<file path="src/rtl/display_pkg.sv">
// Shared encodings for the display compositor: display modes, FSM states, colours.
package display_pkg;

    localparam logic [1:0] MODE_MAP   = 2'd0;
    localparam logic [1:0] MODE_GRAY  = 2'd1;
    localparam logic [1:0] MODE_FALSE = 2'd2;
    localparam logic [1:0] MODE_OFF   = 2'd3;

    typedef enum logic {
        ST_RUN   = 1'b0,
        ST_CLEAR = 1'b1
    } state_t;

    localparam logic [11:0] BLACK = 12'h000;
    localparam logic [11:0] WHITE = 12'hFFF;

    localparam int unsigned COORD_W = 10;

endpackage

</file>
<file path="src/rtl/rr_arbiter.sv">
// Round-robin arbiter: one-hot grant among valid requesters, priority rotates
// to the requester after the last one granted.
module rr_arbiter #(
    parameter int N = 3
) (
    input  logic         clk,
    input  logic         rst_n,
    input  logic [N-1:0] i_valid,
    output logic [N-1:0] o_grant
);

    localparam int PTR_W = (N > 1) ? $clog2(N) : 1;

    logic [PTR_W-1:0] r_ptr;
    logic [PTR_W-1:0] w_gidx;
    logic             w_found;

    // Search from the pointer upward (wrapping) for the first valid requester.
    always_comb begin
        int unsigned idx;
        o_grant = '0;
        w_gidx  = '0;
        w_found = 1'b0;
        idx     = 0;
        for (int unsigned k = 0; k < N; k++) begin
            idx = int'(r_ptr) + k;
            if (idx >= N) begin
                idx = idx - N;
            end
            if (!w_found && i_valid[idx]) begin
                o_grant[idx] = 1'b1;
                w_gidx       = PTR_W'(idx);
                w_found      = 1'b1;
            end
        end
    end

    // Move priority to the requester after the granted one.
    always_ff @(posedge clk or negedge rst_n) begin
        if (!rst_n) begin
            r_ptr <= '0;
        end else if (w_found) begin
            r_ptr <= (w_gidx == PTR_W'(N - 1)) ? '0 : w_gidx + PTR_W'(1);
        end
    end

endmodule

</file>
<file path="src/rtl/display_compositor.sv">
// Display compositor: arbitrates pixel writers onto the framebuffer write port,
// clears the framebuffer on mode changes and generates the VGA read path and rgb.
module display_compositor
    import display_pkg::*;
#(
    parameter int N_SRC    = 3,
    parameter int DATA_W   = 8,
    parameter int ADDR_W   = 19,
    parameter int H_ACTIVE = 640,
    parameter int V_ACTIVE = 480,
    parameter int WIN_W    = 384,
    parameter int WIN_H    = 288,
    parameter int WIN_X    = 128,
    parameter int WIN_Y    = 96,
    parameter int RD_LAT   = 2
) (
    input  logic                      clk,
    input  logic                      reset,
    input  logic [1:0]                mode_req,
    input  logic                      frame_start,
    input  logic [10:0]               hcount,
    input  logic [10:0]               vcount,
    input  logic                      blank,
    input  logic [N_SRC-1:0]          src_valid,
    input  logic [N_SRC*10-1:0]       src_x,
    input  logic [N_SRC*10-1:0]       src_y,
    input  logic [N_SRC*DATA_W-1:0]   src_data,
    output logic [N_SRC-1:0]          src_ready,
    output logic [ADDR_W-1:0]         fb_waddr,
    output logic [DATA_W-1:0]         fb_wdata,
    output logic                      fb_we,
    output logic [ADDR_W-1:0]         fb_raddr,
    input  logic [DATA_W-1:0]         fb_rdata,
    output logic [11:0]               rgb,
    output logic [1:0]                mode_active,
    output logic                      busy,
    output logic [7:0]                drop_cnt
);

    localparam logic [10:0]       L_HA     = 11'(H_ACTIVE);
    localparam logic [10:0]       L_VA     = 11'(V_ACTIVE);
    localparam logic [10:0]       L_WW     = 11'(WIN_W);
    localparam logic [10:0]       L_WH     = 11'(WIN_H);
    localparam logic [10:0]       L_WX     = 11'(WIN_X);
    localparam logic [10:0]       L_WY     = 11'(WIN_Y);
    localparam logic [10:0]       L_WX_END = 11'(WIN_X + WIN_W);
    localparam logic [10:0]       L_WY_END = 11'(WIN_Y + WIN_H);
    localparam logic [ADDR_W-1:0] A_HA     = ADDR_W'(H_ACTIVE);
    localparam logic [ADDR_W-1:0] A_WW     = ADDR_W'(WIN_W);
    localparam logic [ADDR_W-1:0] LIM_FULL = ADDR_W'(H_ACTIVE * V_ACTIVE);
    localparam logic [ADDR_W-1:0] LIM_WIN  = ADDR_W'(WIN_W * WIN_H);

    state_t              r_state, w_state_nxt;
    logic [1:0]          r_mode, w_mode_nxt;
    logic [ADDR_W-1:0]   r_clr_addr, w_clr_nxt;
    logic [ADDR_W-1:0]   w_limit;
    logic                w_clr_we;

    logic                r_fb_we;
    logic [ADDR_W-1:0]   r_fb_waddr;
    logic [DATA_W-1:0]   r_fb_wdata;
    logic [7:0]          r_drop_cnt;

    logic [N_SRC-1:0]    w_arb_valid;
    logic [N_SRC-1:0]    w_grant;
    logic                w_xfer;
    logic [9:0]          w_sel_x, w_sel_y;
    logic [DATA_W-1:0]   w_sel_data;
    logic                w_in_range;
    logic [ADDR_W-1:0]   w_row_w;
    logic [ADDR_W-1:0]   w_wr_addr;

    logic                w_inwin;
    logic [ADDR_W-1:0]   w_raddr_nxt;
    logic [ADDR_W-1:0]   r_fb_raddr;
    logic [RD_LAT:0]     r_blank_d;
    logic [RD_LAT:0]     r_inwin_d;
    logic [3:0]          w_hi;
    logic [11:0]         w_rgb_nxt;
    logic [11:0]         r_rgb;

    assign w_arb_valid = src_valid & {N_SRC{r_state == ST_RUN}};

    rr_arbiter #(
        .N (N_SRC)
    ) u_arb (
        .clk     (clk),
        .rst_n   (reset),
        .i_valid (w_arb_valid),
        .o_grant (w_grant)
    );

    assign w_xfer = |w_grant;

    // Clear length for the mode being entered.
    always_comb begin
        w_limit = '0;
        case (r_mode)
            MODE_MAP:   w_limit = LIM_FULL;
            MODE_GRAY,
            MODE_FALSE: w_limit = LIM_WIN;
            default:    w_limit = '0;
        endcase
    end

    // FSM next state: sweep clear addresses in CLEAR, watch for mode changes in RUN.
    always_comb begin
        w_state_nxt = r_state;
        w_mode_nxt  = r_mode;
        w_clr_nxt   = r_clr_addr;
        w_clr_we    = 1'b0;
        case (r_state)
            ST_CLEAR: begin
                if (w_limit == '0) begin
                    w_state_nxt = ST_RUN;
                end else begin
                    w_clr_we = 1'b1;
                    if (r_clr_addr == w_limit - ADDR_W'(1)) begin
                        w_state_nxt = ST_RUN;
                        w_clr_nxt   = '0;
                    end else begin
                        w_clr_nxt = r_clr_addr + ADDR_W'(1);
                    end
                end
            end
            default: begin
                if (frame_start && (mode_req != r_mode)) begin
                    w_mode_nxt  = mode_req;
                    w_clr_nxt   = '0;
                    w_state_nxt = ST_CLEAR;
                end
            end
        endcase
    end

    // FSM state, active mode and clear pointer.
    always_ff @(posedge clk or negedge reset) begin
        if (!reset) begin
            r_state    <= ST_CLEAR;
            r_mode     <= MODE_MAP;
            r_clr_addr <= '0;
        end else begin
            r_state    <= w_state_nxt;
            r_mode     <= w_mode_nxt;
            r_clr_addr <= w_clr_nxt;
        end
    end

    // Pick the granted source's coordinates and pixel.
    always_comb begin
        w_sel_x    = '0;
        w_sel_y    = '0;
        w_sel_data = '0;
        for (int unsigned i = 0; i < N_SRC; i++) begin
            if (w_grant[i]) begin
                w_sel_x    = src_x[i*COORD_W +: COORD_W];
                w_sel_y    = src_y[i*COORD_W +: COORD_W];
                w_sel_data = src_data[i*DATA_W +: DATA_W];
            end
        end
    end

    // Range check and linear write address for the current mode.
    always_comb begin
        w_in_range = 1'b0;
        w_row_w    = A_WW;
        case (r_mode)
            MODE_MAP: begin
                w_row_w    = A_HA;
                w_in_range = ({1'b0, w_sel_x} < L_HA) && ({1'b0, w_sel_y} < L_VA);
            end
            MODE_GRAY,
            MODE_FALSE: begin
                w_in_range = ({1'b0, w_sel_x} < L_WW) && ({1'b0, w_sel_y} < L_WH);
            end
            default: w_in_range = 1'b0;
        endcase
        w_wr_addr = ADDR_W'(w_sel_y) * w_row_w + ADDR_W'(w_sel_x);
    end

    // Framebuffer write port: clear sweep, accepted pixel, or idle; count drops.
    always_ff @(posedge clk or negedge reset) begin
        if (!reset) begin
            r_fb_we    <= 1'b0;
            r_fb_waddr <= '0;
            r_fb_wdata <= '0;
            r_drop_cnt <= '0;
        end else if (w_clr_we) begin
            r_fb_we    <= 1'b1;
            r_fb_waddr <= r_clr_addr;
            r_fb_wdata <= '0;
        end else if (w_xfer && w_in_range) begin
            r_fb_we    <= 1'b1;
            r_fb_waddr <= w_wr_addr;
            r_fb_wdata <= w_sel_data;
        end else begin
            r_fb_we <= 1'b0;
            if (w_xfer && (r_drop_cnt != '1)) begin
                r_drop_cnt <= r_drop_cnt + 8'd1;
            end
        end
    end

    // Read address from the VGA beam position.
    always_comb begin
        w_inwin = (hcount >= L_WX) && (hcount < L_WX_END) &&
                  (vcount >= L_WY) && (vcount < L_WY_END);
        w_raddr_nxt = '0;
        if (r_mode == MODE_MAP) begin
            w_raddr_nxt = ADDR_W'(vcount) * A_HA + ADDR_W'(hcount);
        end else if (w_inwin) begin
            w_raddr_nxt = ADDR_W'(vcount - L_WY) * A_WW + ADDR_W'(hcount - L_WX);
        end
    end

    // Register the read address and delay blank/window flags to line up with fb_rdata.
    always_ff @(posedge clk or negedge reset) begin
        if (!reset) begin
            r_fb_raddr <= '0;
            r_blank_d  <= '0;
            r_inwin_d  <= '0;
        end else begin
            r_fb_raddr <= w_raddr_nxt;
            r_blank_d  <= {r_blank_d[RD_LAT-1:0], blank};
            r_inwin_d  <= {r_inwin_d[RD_LAT-1:0], w_inwin};
        end
    end

    assign w_hi = fb_rdata[DATA_W-1 -: 4];

    // Map returned pixel data to a colour for the active mode.
    always_comb begin
        w_rgb_nxt = BLACK;
        if (!r_blank_d[RD_LAT] && (r_state == ST_RUN)) begin
            case (r_mode)
                MODE_MAP:   w_rgb_nxt = (fb_rdata == '1) ? BLACK : WHITE;
                MODE_GRAY:  w_rgb_nxt = r_inwin_d[RD_LAT] ? {w_hi, w_hi, w_hi} : BLACK;
                MODE_FALSE: w_rgb_nxt = r_inwin_d[RD_LAT] ? {w_hi, ~w_hi, 4'h8} : BLACK;
                default:    w_rgb_nxt = BLACK;
            endcase
        end
    end

    // Output colour register.
    always_ff @(posedge clk or negedge reset) begin
        if (!reset) begin
            r_rgb <= BLACK;
        end else begin
            r_rgb <= w_rgb_nxt;
        end
    end

    assign src_ready   = w_grant;
    assign fb_we       = r_fb_we;
    assign fb_waddr    = r_fb_waddr;
    assign fb_wdata    = r_fb_wdata;
    assign fb_raddr    = r_fb_raddr;
    assign rgb         = r_rgb;
    assign mode_active = r_mode;
    assign busy        = (r_state == ST_CLEAR);
    assign drop_cnt    = r_drop_cnt;

endmodule

</file>
<file path="config.mk">
export PLATFORM = sky130hd
export DESIGN_NAME = display_compositor
export DESIGN_NICKNAME = d
export VERILOG_FILES = /design/src/rtl/display_pkg.sv /design/src/rtl/rr_arbiter.sv /design/src/rtl/display_compositor.sv
export SDC_FILE = /design/constraint.sdc
export NUM_CORES = 1
export LEC_CHECK = 0
export ABC_AREA = 1
export BUFFER_PORTS_ARGS = -buffer_cell sky130_fd_sc_hd__buf_4
export CAP_MARGIN = 25
export CORE_AREA = 10 10 146 148
export CTS_CLUSTER_SIZE = 30
export DETAILED_ROUTE_END_ITERATION = 16
export DIE_AREA = 0 0 156 158
export PLACE_DENSITY = 0.71
export SKIP_LAST_GASP = 1
export SYNTH_ARGS = -nofsm -noshare
export SYNTH_HDL_FRONTEND = slang
export SYNTH_SLANG_ARGS = --single-unit
</file>
<file path="constraint.sdc">
create_clock -name clk -period 5.81 [get_ports clk]
set_clock_uncertainty 0.1 [all_clocks]
set_input_delay 0.8715 -clock clk [delete_from_list [all_inputs] [get_ports clk]]
set_output_delay 0.8715 -clock clk [all_outputs]
set_load 0.02 [all_outputs]
</file>
# Word-level counts from Yosys, hierarchy flattened
# Index checks and enable logic that the tools add are counted.
# totals
register_bits	97
latchBits	0
mem_bits_rw	0
rom_bits	0
out_inout_bits	73
mem_count	0
# classes
n_addsub	14
mul	3
div_mod_pow	0
n_lt_le_gt_ge	17
eq_ne	8
n_shift	0
mux	60
bitwise_logic	7
n_reduce_logical	26
# ops
op	n
$mux 19	8
$ge 32x1->1 const B	3
$lt 32x3->1 const B	3
$mux 32	3
$mux 10	7
$ge 32x2->1 const B	2
$sub 32x2->32 const B	2
$mux 12	4
$mux 8	5
$pmux 19 s2	1
$pmux 12 s3	1
$lt 10x9->1 const B	3
$add 19x1->19 const B	1
$add 19x10->19	1
$add 19x11->19	1
$add 19x19->19	1
$eq 19x19->1	1
$logic_not 19->1	1
$mul 10x19->19	1
$mul 19x2->12 const B	1
$sub 19x1->19 const B	1
$mux 1	17
$logic_and 1x1->1	14
$mul 11x3->12 const B	1
other kinds (35)	52

# Logic depth before layout (Yosys ltp)
# depth
ltp_word	20
depth_mapped	38

# Hierarchy
# Synthesis repeated with hierarchy kept, for this count alone.
# hier_totals
hier_cells	1260
area_unflattened_um2	8816.0
# modules_own_cells
module	instances	cells_per_inst	area_each_um2
display_compositor	1	1193	8425.6
rr_arbiter	1	67	390.4

# Worst setup path after synthesis
# No wires, ideal clock.
# synth_path
path_type	reg-to-reg
start	register u_arb.r_ptr[0]
end	register r_fb_waddr[17] (netlist: fb_waddr[17])
arrival_ns	5.406
t_required_ns	5.593
slack_ns	0.187
stages_incl_launch_ff	34
path_buffers	2
synth_period_minus_slack_ns	5.623
path_cell_list	dfrtp_1 > inv_1 > ha_1 > inv_1 > nand3_1 > nor2_1 > inv_1 > nand2_2 > nand2_1 > nand2_1 > nand2_1 > nand2_2 > buf_6 > clkbuf_1 > a22o_1 > nand2_1 > o21ai_0 > inv_1 > nor2_1 > fa_1 > ha_1 > inv_1 > fa_1 > fa_1 > or2_2 > a21oi_1 > nor2_1 > o21bai_1 > a21oi_1 > o21bai_1 > xnor2_1 > o21ai_0 > nand2_1 > nand2_1
# synth_via
elab_chain_cells	19
# synth_rtl
item	line_no	text
from (decl)	rr_arbiter.sv:14	logic [PTR_W-1:0] r_ptr;
from (signal assigned)	rr_arbiter.sv:43	r_ptr <= (w_gidx == PTR_W'(N - 1)) ? '0 : w_gidx + PTR_W'(1);
$add 2x1->3, or another cell as far along	rr_arbiter.sv:26	idx = int'(r_ptr) + k;
$sub 32x2->32, or another cell as far along	rr_arbiter.sv:28	idx = idx - N;
$mux 32, or another cell as far along	rr_arbiter.sv:27	if (idx >= N) begin
$ge 32x1->1 (implied by the code), or another cell as far along	rr_arbiter.sv:31	o_grant[idx] = 1'b1;
$logic_and 1x1->1 (implied by the code), or another cell as far along	rr_arbiter.sv:31	
$mux 1 (implied by the code), or another cell as far along	rr_arbiter.sv:31	
$demux 1 s2, or another cell as far along	--	
$or 3x3->3 (no line) or $mux 1 (tied branches)	--	
$mux 3 or $logic_not 1->1 (tied branches)	rr_arbiter.sv:30	if (!w_found && i_valid[idx]) begin
$or 3x3->3 (no line) or $logic_and 1x1->1 (tied branches)	--	
$mux 3 (*)	rr_arbiter.sv:30	
parallel branches: the longest is 8 deep, another holds $mul 10x19->19	--	
to (signal assigned)	display_compositor.sv:190	r_fb_waddr <= r_clr_addr;
to (signal assigned)	display_compositor.sv:194	r_fb_waddr <= w_wr_addr;
to (decl)	display_compositor.sv:60	logic [ADDR_W-1:0] r_fb_waddr;
# Every way passes the cells marked *. The select of a mux whose other input is x is not followed.
# A chain may end at the register's enable or synchronous reset.

# Final worst setup path
# Same ends and word-level chain as after synthesis.

==> impl_metrics.prom <==
# TYPE chip_impl_metric gauge
chip_impl_info{name="result_of_the_run",value="finished, final reports clean"} 1
chip_impl_metric{name="synth_nets",unit=""} 1330
chip_impl_metric{name="power.sequential.fraction",unit=""} 0.386
chip_impl_metric{name="switchingPower",unit="uW"} 553
chip_impl_metric{name="share_of_the_yosys_chip_area_belonging_to_registers",unit=""} 0.296
chip_impl_metric{name="cell_internal_pwr",unit="mW"} 1.28
chip_impl_metric{name="critical_path.n_buffers_inverters",unit=""} 6
chip_impl_info{name="synth_most_common_cell",value="nand2_1"} 1
chip_impl_metric{name="antenna_violating_nets_post_route",unit=""} 0
chip_impl_metric{name="drt_drc_violations_left",unit=""} 0
chip_impl_metric{name="detailed_routing_iteration_count_for_the_pre_antenna_repair_pass",unit=""} 5
chip_impl_info{name="min-delay-path-class",value="reg2reg"} 1
chip_impl_metric{name="maximum_number_of_pins_on_one_net_before_global_route_repair",unit=""} 68
chip_impl_metric{name="clock_insertion_delay_worst_skew",unit="ns"} 0.37
chip_impl_info{name="ctsRootBufferMaster",value="clkbuf_16"} 1
chip_impl_metric{name="drtIter0Drc",unit=""} 439
chip_impl_metric{name="starting_density_of_the_core",unit=""} 0.444
chip_impl_info{name="worst_path_dominant_cell_family",value="adder cells"} 1
chip_impl_info{name="worstSetupStartpoint",value="u_arb.r_ptr[0]$_DFFE_PN0P_"} 1
chip_impl_metric{name="drive_above_1_share",unit=""} 0.212
chip_impl_info{name="dominantRegCellSynth",value="dfrtp_1"} 1
chip_impl_metric{name="synth_cell_types",unit=""} 50
chip_impl_metric{name="postRouteWirelength",unit="mm"} 23.9
chip_impl_info{name="crit_type",value="reg2reg"} 1
chip_impl_metric{name="track_usage",unit=""} 0.188
chip_impl_metric{name="path_depth",unit=""} 34
chip_impl_metric{name="finalNetCount",unit=""} 1533
chip_impl_metric{name="worst_path_largest_cell_delay",unit="ns"} 0.40
chip_impl_metric{name="core.rowCount",unit=""} 50
chip_impl_metric{name="vias_per_cell",unit=""} 5.18
chip_impl_info{name="ys_top_cells_by_count",value="nand2_1, inv_1, ha_1"} 1
chip_impl_info{name="tritoncts",value="yes"} 1
chip_impl_metric{name="via_count_of_the_first_global_routing_pass",unit=""} 7884
chip_impl_metric{name="placed_area",unit="um2"} 9930
chip_impl_metric{name="swShare",unit=""} 0.301
chip_impl_metric{name="wl_per_cell",unit="um"} 15.5
chip_impl_info{name="cpMostUsedCell",value="ha_1"} 1
chip_impl_metric{name="power.leakage",unit="nW"} 5.68
chip_impl_metric{name="placeableCoreArea",unit="um2"} 18500
chip_impl_metric{name="min_tclk_post_route",unit="ns"} 5.48
chip_impl_metric{name="grt.overflow.total",unit=""} 0
chip_impl_metric{name="max_clock_freq",unit="MHz"} 183
chip_impl_metric{name="power.clock.fraction",unit=""} 0.372
chip_impl_info{name="rr_startpoint",value="u_arb.r_ptr[0]$_DFFE_PN0P_"} 1
chip_impl_metric{name="async_reset_ff_frac",unit=""} 1.00
chip_impl_metric{name="share_comb_of_total_power",unit=""} 0.242
chip_impl_metric{name="routability_congestion",unit=""} 0.877
chip_impl_metric{name="antennaDiodeCount",unit=""} 0
chip_impl_metric{name="dp_hpwl",unit="mm"} 18.9
chip_impl_metric{name="fillers",unit=""} 1715
chip_impl_metric{name="setup.reg_to_reg.worst_slack",unit="ns"} 0.33
chip_impl_metric{name="ff2ff_path_depth",unit=""} 34
chip_impl_metric{name="tritoncts.num_buffers",unit=""} 9
chip_impl_metric{name="ctsHtreeMaxLevel",unit=""} 3
chip_impl_metric{name="layout.cells.non_filler",unit=""} 1537
chip_impl_info{name="worstReg2RegEnd",value="fb_waddr[17]$_DFFE_PN0N_"} 1
chip_impl_metric{name="grt_antenna_before_repair",unit=""} 0
chip_impl_metric{name="fp.dieArea",unit="um2"} 24600
chip_impl_metric{name="worstMarginPinSlew",unit="ns"} 0.862
chip_impl_info{name="worst_setup_path_start_kind",value="flop"} 1
chip_impl_metric{name="cts.reportedPaths.clkPinSlew",unit="ns"} 0.07
chip_impl_info{name="synth_area_leaders",value="dfrtp_1, ha_1, nand2_1"} 1
chip_impl_metric{name="synth_edf_count",unit=""} 0
chip_impl_metric{name="die_y",unit="um"} 158
chip_impl_info{name="crit_path_end_kind",value="flop"} 1
chip_impl_metric{name="port_buffers",unit=""} 195
chip_impl_metric{name="synth_area",unit="um2"} 8190
chip_impl_metric{name="grt_first_pass_wirelength",unit="mm"} 37.7
chip_impl_metric{name="arrival_time_reported_for_the_critical_path_endpoint",unit="ns"} 5.64
chip_impl_metric{name="worstPathRequired",unit="ns"} 5.97
chip_impl_metric{name="hold_viol",unit=""} 0
chip_impl_metric{name="synth_cells",unit=""} 1095
chip_impl_metric{name="area_growth",unit="%"} 27.3
chip_impl_info{name="critPathSlowestCell",value="dfrtp_1"} 1
chip_impl_metric{name="routed-via-count",unit=""} 7968
chip_impl_metric{name="cellPowerDensity",unit="nW/um2"} 176
chip_impl_metric{name="chipWidth",unit="um"} 156
chip_impl_metric{name="min_period_over_period",unit=""} 0.943
chip_impl_info{name="synth_largest_area_cell",value="dfrtp_1"} 1
chip_impl_metric{name="cts.path.max_buffers",unit=""} 2
chip_impl_metric{name="regArea",unit="um2"} 2430
chip_impl_metric{name="peakVddDrop",unit="V"} 0.000139
chip_impl_metric{name="max_cap_violations",unit=""} 0
chip_impl_metric{name="synth-warning-count",unit=""} 0
chip_impl_metric{name="setup_viol_count_final",unit=""} 0
chip_impl_metric{name="postSynthAreaPerCell",unit="um2"} 7.48
chip_impl_metric{name="place_inst",unit=""} 1511
chip_impl_metric{name="synth-seq-cells",unit=""} 97
chip_impl_info{name="worst_setup_path_endpoint",value="fb_waddr[17]$_DFFE_PN0N_"} 1
chip_impl_metric{name="timing_max_transition_violations_final",unit=""} 0
chip_impl_metric{name="multiInputGateArea",unit="um2"} 5100
chip_impl_info{name="hold_path.startpoint",value="r_inwin_d[1]$_DFF_PN0_"} 1
chip_impl_metric{name="timing.critical_path.fanout_max",unit=""} 8
chip_impl_metric{name="clkSinkCount",unit=""} 97
chip_impl_info{name="unrepaired_setup_endpoints_after_global_routing",value="true"} 1
chip_impl_metric{name="ioPinCount",unit=""} 196
chip_impl_metric{name="synth.top_cell.area_share",unit=""} 0.293
chip_impl_metric{name="final_instance_area",unit="um2"} 10400
chip_impl_metric{name="max-slew-margin-rel",unit=""} 0.425
==> metal layers <==
| metal | vias to the layer above | share of wire | GRT usage | routed length, um |
|---|---|---|---|---|
| li1 | 4012 | - | - | - |
| met2 | 209 | 0.48 | 0.322 | 11500 |
| met4 | 0 | 0.016 | 0.0567 | 371 |
| met1 | 3722 | 0.44 | 0.231 | 10400 |
| met3 | 25 | 0.066 | 0.0418 | 1570 |
| met5 | - | 0 | 0 | 0 |
==> power by group through the flow <==
| stage | Combinational (mW) | Sequential, mW | Clock [mW] |
|---|---|---|---|
| after floorplan | 0.227 | 0.756 | 0 |
| after global placement | 0.439 | 0.722 | 0 |
| after detailed placement | 0.442 | 0.723 | 0 |
| after CTS | 0.446 | 0.710 | 0.691 |
| after global routing | 0.494 | 0.712 | 0.721 |
| final | 0.444 | 0.710 | 0.683 |
==> how the worst min path moves through the flow <==
stage                             endpoint  cells after the start  slack (ns)
floorplan           r_blank_d[1]$_DFF_PN0_                      0        0.23
global placement    r_blank_d[2]$_DFF_PN0_                      0        0.23
detailed placement  r_blank_d[1]$_DFF_PN0_                      0        0.23
CTS                 r_blank_d[1]$_DFF_PN0_                      0        0.25
global route        r_inwin_d[1]$_DFF_PN0_                      0        0.26
finish              r_inwin_d[2]$_DFF_PN0_                      0        0.25
==> per-stage QoR <==
step,hold WS [ns],setup slack (ns),setup TNS (ns),power (mW),utilization
after floorplan,0.231,0.187,0,0.983,-
after global placement,0.234,0.0313,0,1.16,0.538
after detailed placement,0.235,-0.133,-0.262,1.16,0.538
after CTS,0.251,0.00103,0,1.85,0.556
after global routing,0.257,-0.0448,-0.0849,1.93,0.565
final,0.249,0.332,0,1.84,0.565
==> sequential cells by signal, indices dropped and copies added (netlist names) <==
| name | count |
|---|---|
| fb_waddr | 19 |
| fb_raddr | 19 |
| r_clr_addr | 19 |
| busy | 1 |
| rgb | 12 |
| r_blank_d | 3 |
| r_inwin_d | 3 |
| fb_wdata | 8 |
| u_arb.r_ptr | 2 |
| drop_cnt | 8 |
| mode_active | 2 |
| fb_we | 1 |
==> area by class of cell <==
cell class / count / share of cell area
Clock buffer: 10 / 0.0220
Clock inverter: 6 / 0.00936
Inverter: 162 / 0.0588
Multi-Input combinational cell: 810 / 0.489
Sequential cell: 97 / 0.233
Tap cell: 234 / 0.0281
Timing Repair Buffer: 218 / 0.160
==> placed cells by master, fill, tap and decap left out, types with 10 or more instances in the layout <==
cell / Yosys / final
nand2_1: 229 / 225
buf_4: 4 / 216
inv_1: 157 / 154
ha_1: 99 / 96
dfrtp_1: 96 / 96
nand3_1: 83 / 83
nor2_1: 85 / 83
o21ai_0: 72 / 67
a21oi_1: 51 / 49
xor2_1: 28 / 28
xnor2_1: 23 / 23
nor3_1: 22 / 21
a22oi_1: 17 / 17
nand4_1: 15 / 15
fa_1: 13 / 13
clkbuf_16: 0 / 10
==> cells by family after synthesis <==
group / share of synthesized area
flip-flops: 0.296
XOR/XNOR: 0.0545
AND/OR/NAND/NOR: 0.243
AO/OA/AOI/OAI: 0.132
adder cells (fa/ha/maj): 0.183
buffers and inverters: 0.0904
==> what timing repair did <==
action,CTS,global route
hold buffers,0,0
cloned,0,1
buffers inserted,0,9
pin swaps,0,10
gates resized for setup,3,27
setup endpoints to repair,2,4
Note: power is estimated with default switching activity, not from simulation.
